--- config.mk ---
export PLATFORM = sky130hd
export DESIGN_NAME = bit_serial_adder
export DESIGN_NICKNAME = d
export VERILOG_FILES = /design/src/rtl/bit_serial_adder_pkg.sv /design/src/rtl/serial_fa_cell.sv /design/src/rtl/bit_serial_adder.sv
export SDC_FILE = /design/constraint.sdc
export NUM_CORES = 1
export LEC_CHECK = 0
export CORE_ASPECT_RATIO = 0.75
export CORE_MARGIN = 5
export CORE_UTILIZATION = 40
export CTS_CLUSTER_SIZE = 20
export DETAILED_ROUTE_END_ITERATION = 10
export HOLD_SLACK_MARGIN = 0.1
export SLEW_MARGIN = 5
export SYNTH_ARGS = -nofsm -noshare
export SYNTH_HDL_FRONTEND = slang
export SYNTH_SLANG_ARGS = --single-unit
--- constraint.sdc ---
create_clock -name clk -period 2.8 [get_ports clk]
set_input_delay 0.28 -clock clk [delete_from_list [all_inputs] [get_ports clk]]
set_output_delay 0.28 -clock clk [all_outputs]
set_load 0.1 [all_outputs]
--- src/rtl/bit_serial_adder_pkg.sv ---
// Shared state encodings and counter-sizing helper for the bit-serial adder.
package bit_serial_adder_pkg;

  typedef enum logic [1:0] {
    ST_IDLE = 2'd0,
    ST_RUN  = 2'd1,
    ST_DONE = 2'd2
  } state_e;

  function automatic int unsigned clog2(input int unsigned value);
    int unsigned res;
    res = 0;
    for (int i = 0; i < 32; i++) begin
      if ((32'd1 << i) < value) res = i + 1;
    end
    return res;
  endfunction

endpackage

--- src/rtl/serial_fa_cell.sv ---
// Purely combinational one-bit full adder used as the serial datapath slice.
module serial_fa_cell (
  input  logic a,
  input  logic b,
  input  logic c,
  output logic s,
  output logic co
);

  assign s  = a ^ b ^ c;
  assign co = (a & b) | (a & c) | (b & c);

endmodule

--- src/rtl/bit_serial_adder.sv ---
// LSB-first bit-serial adder: one full-adder slice plus a carry flop, WIDTH cycles per add.
module bit_serial_adder
  import bit_serial_adder_pkg::*;
#(
  parameter int unsigned WIDTH = 8
) (
  input  logic             clk,
  input  logic             rst_n,
  input  logic             start,
  input  logic [WIDTH-1:0] a_in,
  input  logic [WIDTH-1:0] b_in,
  input  logic             cin,
  output logic             busy,
  output logic             done,
  output logic [WIDTH-1:0] sum_out,
  output logic             cout
);

  localparam int unsigned CNT_W = clog2(WIDTH);
  localparam logic [CNT_W-1:0] CNT_LAST = CNT_W'(WIDTH - 1);

  state_e           state;
  logic [WIDTH-1:0] a_sh;
  logic [WIDTH-1:0] b_sh;
  // Only the upper WIDTH-1 partial-sum bits survive to the next cycle.
  logic [WIDTH-2:0] sum_sh;
  logic             carry;
  logic [CNT_W-1:0] cnt;
  logic             fa_s;
  logic             fa_co;
  logic [WIDTH-1:0] sum_next;

  serial_fa_cell u_fa (
    .a  (a_sh[0]),
    .b  (b_sh[0]),
    .c  (carry),
    .s  (fa_s),
    .co (fa_co)
  );

  assign sum_next = {fa_s, sum_sh};

  always_ff @(posedge clk or negedge rst_n) begin
    if (!rst_n) begin
      state   <= ST_IDLE;
      a_sh    <= '0;
      b_sh    <= '0;
      sum_sh  <= '0;
      carry   <= 1'b0;
      cnt     <= '0;
      busy    <= 1'b0;
      done    <= 1'b0;
      sum_out <= '0;
      cout    <= 1'b0;
    end else begin
      case (state)
        ST_IDLE: begin
          if (start) begin
            a_sh  <= a_in;
            b_sh  <= b_in;
            carry <= cin;
            cnt   <= '0;
            state <= ST_RUN;
            busy  <= 1'b1;
          end
        end
        ST_RUN: begin
          a_sh   <= a_sh >> 1;
          b_sh   <= b_sh >> 1;
          sum_sh <= sum_next[WIDTH-1:1];
          carry  <= fa_co;
          if (cnt == CNT_LAST) begin
            sum_out <= sum_next;
            cout    <= fa_co;
            state   <= ST_DONE;
            done    <= 1'b1;
          end else begin
            cnt <= cnt + 1'b1;
          end
        end
        ST_DONE: begin
          state <= ST_IDLE;
          busy  <= 1'b0;
          done  <= 1'b0;
        end
        default: begin
          state <= ST_IDLE;
          busy  <= 1'b0;
          done  <= 1'b0;
        end
      endcase
    end
  end

endmodule

# Word-level counts from Yosys, hierarchy flattened
# Cells that the tools add are included.
# word_totals
reg_bits,40
input_bits,20
out_inout_bits,11
elab_cells,49
# op_classes
add_sub_neg,1
n_eq_ne,5
muxes,16
bitwise,9
reduce_logical,8
# ops
operator,count
one-hot mux 8 bit (2 select lines),2
two-way mux 8 bit,2
AND reduction 2 bit,5
two-way mux 3 bit,2
"inequality test 2 bit, second input constant",3
one-hot mux 1 bit (2 select lines),3
one-hot mux 3 bit (2 select lines),1
two-way mux 2 bit,2
one-hot mux 2 bit (2 select lines),1
"adder 3 x 1 -> 3 bit, second input constant",1
bitwise AND 1 bit,3
"== test 3 bit, second input constant",1
two-way mux 1 bit,3
AND reduction 3 bit,1
"== test 2 x 1 -> 1 bit, second input constant",1
logical NOT 2 bit,1
NOT 1 bit,2
OR 1 bit,2
nonzero test 2 bit,1
XOR 1 bit,2

# Depth between registers and ports, before layout
# depth
ltp_word,4
depth_mapped,5
ltp_nobuf,4

# Modules after synthesis
# A second synthesis with hierarchy kept.
# unflattened
hier_cells,159
area_unflattened_um2,1717.9
# by_module_without_submodules
module,n_inst,cells_per_inst,area_per_inst_um2,seq_area_each_um2
bit_serial_adder,1,158,1697.9,1001.0
serial_fa_cell,1,1,20.0,0.0

# Worst setup path before layout
# No wires, ideal clock.
# synth_timing
path_kind,reg2reg
startpoint,reg cnt[0]
endpoint,reg cout
setup_ps,126
t_arrival_ps,1388
required_ps,2674
setup_slack_ps,1287
path_stages_with_launch,6
path_buffers,1
synth_period_minus_slack_ps,1513
path_cell_list,dfrtp_1 ha_1 ha_1 nand3b_1 buf_4 mux2_2
# synth_between
elab_chain_cells,2
# synth_lines
element,line,text
start: declaration,bit_serial_adder.sv:28,logic [CNT_W-1:0] cnt;
start signal: assignment,bit_serial_adder.sv:78,cnt <= cnt + 1'b1;
== test 3 bit,bit_serial_adder.sv:72,if (cnt == CNT_LAST) begin
AND reduction 2 bit (no source line),n/a,
end signal: assignment,bit_serial_adder.sv:74,cout <= fa_co;
end: declaration,bit_serial_adder.sv:16,output logic cout
# Every way passes these cells.
# A chain may end at the register's enable or synchronous reset.

# Worst setup path after layout
# layout_timing
startpoint,reg cnt[0]
endpoint,reg sum_out[1]
# layout_between
elab_chain_cells,2
# layout_lines
element,line,text
== test 3 bit,bit_serial_adder.sv:72,
AND reduction 2 bit (no source line),n/a,
end signal: assignment,bit_serial_adder.sv:73,sum_out <= sum_next;
end: declaration,bit_serial_adder.sv:15,"output logic [WIDTH-1:0] sum_out,"
# Every way passes these cells.

==> reports/metrics.json <==
{
  "timing": {
    "rsz0062_at_grt": "no",
    "clock_skew_ns": 0.004157,
    "worst_slew_pin_slew_ns": 0.8809,
    "postLayoutSetupSlackWorst_ns": 1.112,
    "period_share": 0.6027,
    "slew_viol_final": 0,
    "setup_violations": 0,
    "timing.max_slew.rel_slack": 0.4128,
    "setup_tns_final_ns": 0,
    "maxClockFrequency_mhz": 592.5,
    "final_period_minus_worst_setup_slack_ns": 1.688,
    "hold_violations": 0
  },
  "grt": {
    "grt_remaining_overflow": 0,
    "grtUsageMet1": 0.1904,
    "wire_length_of_the_first_global_routing_pass_mm": 6.292,
    "maximum_number_of_pins_on_one_net_before_global_route_repair": 41,
    "antenna_violations_before_repair": 0,
    "grt_pass1_vias": 1285,
    "global_route.usage.met2": 0.2006,
    "busiest_layer": "met2",
    "fraction_of_met3_tracks_used_by_global_routing": 0.04632,
    "global_route.usage.total": 0.1387
  },
  "synth": {
    "synthesis.instances": 143,
    "synth.net_count": 166,
    "synth-edff-count": 0,
    "leading_cell_types_by_total_area_after_synthesis": "sky130_fd_sc_hd__dfrtp_1, sky130_fd_sc_hd__mux2_2, sky130_fd_sc_hd__o221a_2, sky130_fd_sc_hd__or4b_1, sky130_fd_sc_hd__nor3b_1",
    "mean_instance_size_in_the_synthesized_netlist_um2": 12.88,
    "synth_largest_type_area_fraction": 0.5435,
    "synth-warning-count": 0,
    "yosys_register_bits": 40,
    "ys_top_cells_by_count": "sky130_fd_sc_hd__dfrtp_1, sky130_fd_sc_hd__mux2_2, sky130_fd_sc_hd__inv_1",
    "synth_area_leader_cell": "sky130_fd_sc_hd__dfrtp_1",
    "synthMostInstantiatedCell": "sky130_fd_sc_hd__dfrtp_1",
    "synthArstFlopShare": 1.000,
    "synth_top_flop_cell": "sky130_fd_sc_hd__dfrtp_1",
    "netlist_area_mm2": 0.001842,
    "ys_types": 27,
    "seq_area_frac_synth": 0.5435
  },
  "worst_setup_path": {
    "setup.worst_path.end_class": "register",
    "worst-endpoint-required_ns": 2.97,
    "worst-path-max-fanout": 10,
    "cp_data_arrival_time_ns": 1.86,
    "timing.setup.critical_path_class": "reg2reg",
    "startpoint_type": "register"
  },
  "clock_tree": {
    "tritoncts_num_sinks": 40,
    "cts_tree": "built",
    "post_cts_resize_count": 0,
    "holdBufCountCts": 0,
    "cts.htree.levels": 2,
    "cts-root-buf": "sky130_fd_sc_hd__clkbuf_8",
    "ctsLongestPathBuffers": 2,
    "post_cts_buffers": 0,
    "clk_pin_slew_ns": 0.07,
    "clk_latency_ns": 0.29,
    "total_cts_buffers": 5
  },
  "place": {
    "globalplace.congestion": 0.6919,
    "placed_cell_area_mm2": 0.002136,
    "dp_worst_setup_slack_ns": 0.8987,
    "numPlacedInstances": 221,
    "post-dp-hpwl_mm": 2.551,
    "buffer_ports.inserted": 30
  },
  "routing": {
    "drt_first_pass_iters": 4,
    "detailedRoute.firstIterationViolations": 141,
    "totalWireLength_mm": 3.734,
    "viasPerCell": 5.439,
    "ant_nets": 0,
    "drc": 0,
    "vias": 1240,
    "avgRoutedWirePerCell_um": 16.38
  },
  "floorplan": {
    "top_level_ports": 31,
    "rows": 21,
    "area_inside_the_core_boundary_mm2": 0.004467,
    "fp.dieH_um": 68.77,
    "floorplan.initialDensity": 0.4123,
    "die_extent_in_x_um": 88.36,
    "floorplan.die_area_mm2": 0.006076
  },
  "cells_and_area": {
    "final_std_cell_area_no_fill_mm2": 0.002213,
    "layout.area.seq_mm2": 0.001001,
    "post_route_cells_drive_above_1_share": 0.2924,
    "num-nets-final": 194,
    "fin_cells": 228,
    "syn_to_final_growth_pct": 20.18,
    "antennaDiodeCount": 0,
    "layout_fillers": 407,
    "multi_input_gate_area_in_the_final_layout_um2": 724.4
  },
  "job": {
    "max_cap_violations": 0
  },
  "min_path": {
    "min_path_type": "in2async"
  },
  "status": {
    "outcome": "completed"
  }
}
==> flip-flops by register name, indices dropped and copies added, names as in the netlist <==
signal,flops
sum_out,8
cnt,3
carry,1
state,2
done,1
b_sh,8
a_sh,8
cout,1
busy,1
sum_sh,7
==> final cells by class <==
cell class / count / share of cell area
multi-input cells: 79 / 0.3273
inverters: 11 / 0.01865
clock buffers: 6 / 0.03279
well taps: 57 / 0.03222
clock inverters: 1 / 0.002261
flip-flops and latches: 40 / 0.4522
repair buffers: 34 / 0.1345
==> cells by family (layout without fill, tap and decap cells) <==
group	after synthesis	count (layout)	synth area share
simple gates	35	35	0.1488
flops	40	40	0.5435
fa+ha+maj	3	3	0.02445
buf+inv	24	52	0.06318
mux	16	16	0.09782
compound gates	25	25	0.1223
==> metrics by stage <==
stage / utilization / hold slack, ns
finish: 0.4955 / 0.1072
global route: 0.4955 / 0.2070
CTS: 0.4955 / 0.1479
detailed placement: 0.4782 / 0.4628
global placement: 0.4782 / 0.4422
floorplan: - / -0.01559
==> worst max-delay path: stages (launching register included) <==
cell	delay [ns]
sky130_fd_sc_hd__dfrtp_1	0.41
sky130_fd_sc_hd__ha_1	0.21
sky130_fd_sc_hd__ha_1	0.27
sky130_fd_sc_hd__nand3b_1	0.13
sky130_fd_sc_hd__buf_4	0.20
sky130_fd_sc_hd__mux2_2	0.35
==> layer usage <==
layer  wire length, um  part of all wire
met1              1812              0.49
met2              1607              0.43
met3               231             0.062
met4                82             0.022
met5                 0                 0
==> placed cells by master (no fill, tap or decap), drive strengths merged <==
master	n
buf	16
o21ba	1
nand3b	1
nor4bb	2
or2	1
a211o	1
nor2	1
clkbuf	6
or4b	9
fa	1
o221a	9
nor4b	6
ha	2
mux2	16
nand2	2
o21bai	1
nand2b	3
clkdlybuf4s50	18
a21oi	3
clkinv	1
a21o	1
nor3b	7
o221ai	3
dfrtp	40
nand3	3
inv	11
a211oi	6
==> worst paths after layout <==
check	start	to	slack [ns]	cells after the start
setup / recovery	cnt[0]	sum_out[1]	1.11	5
hold / removal	rst_n	b_sh[3]	0.11	1
setup reg to reg	cnt[0]	sum_out[1]	1.11	5
hold reg to reg	b_sh[7]	b_sh[7]	0.49	1
max in group asynchronous	rst_n	a_sh[1]	2.14	1
min in group clk	b_sh[7]	b_sh[7]	0.49	1
Power is not shown: default switching activity piles up to over one toggle a cycle in this logic, so the estimate is an artifact.
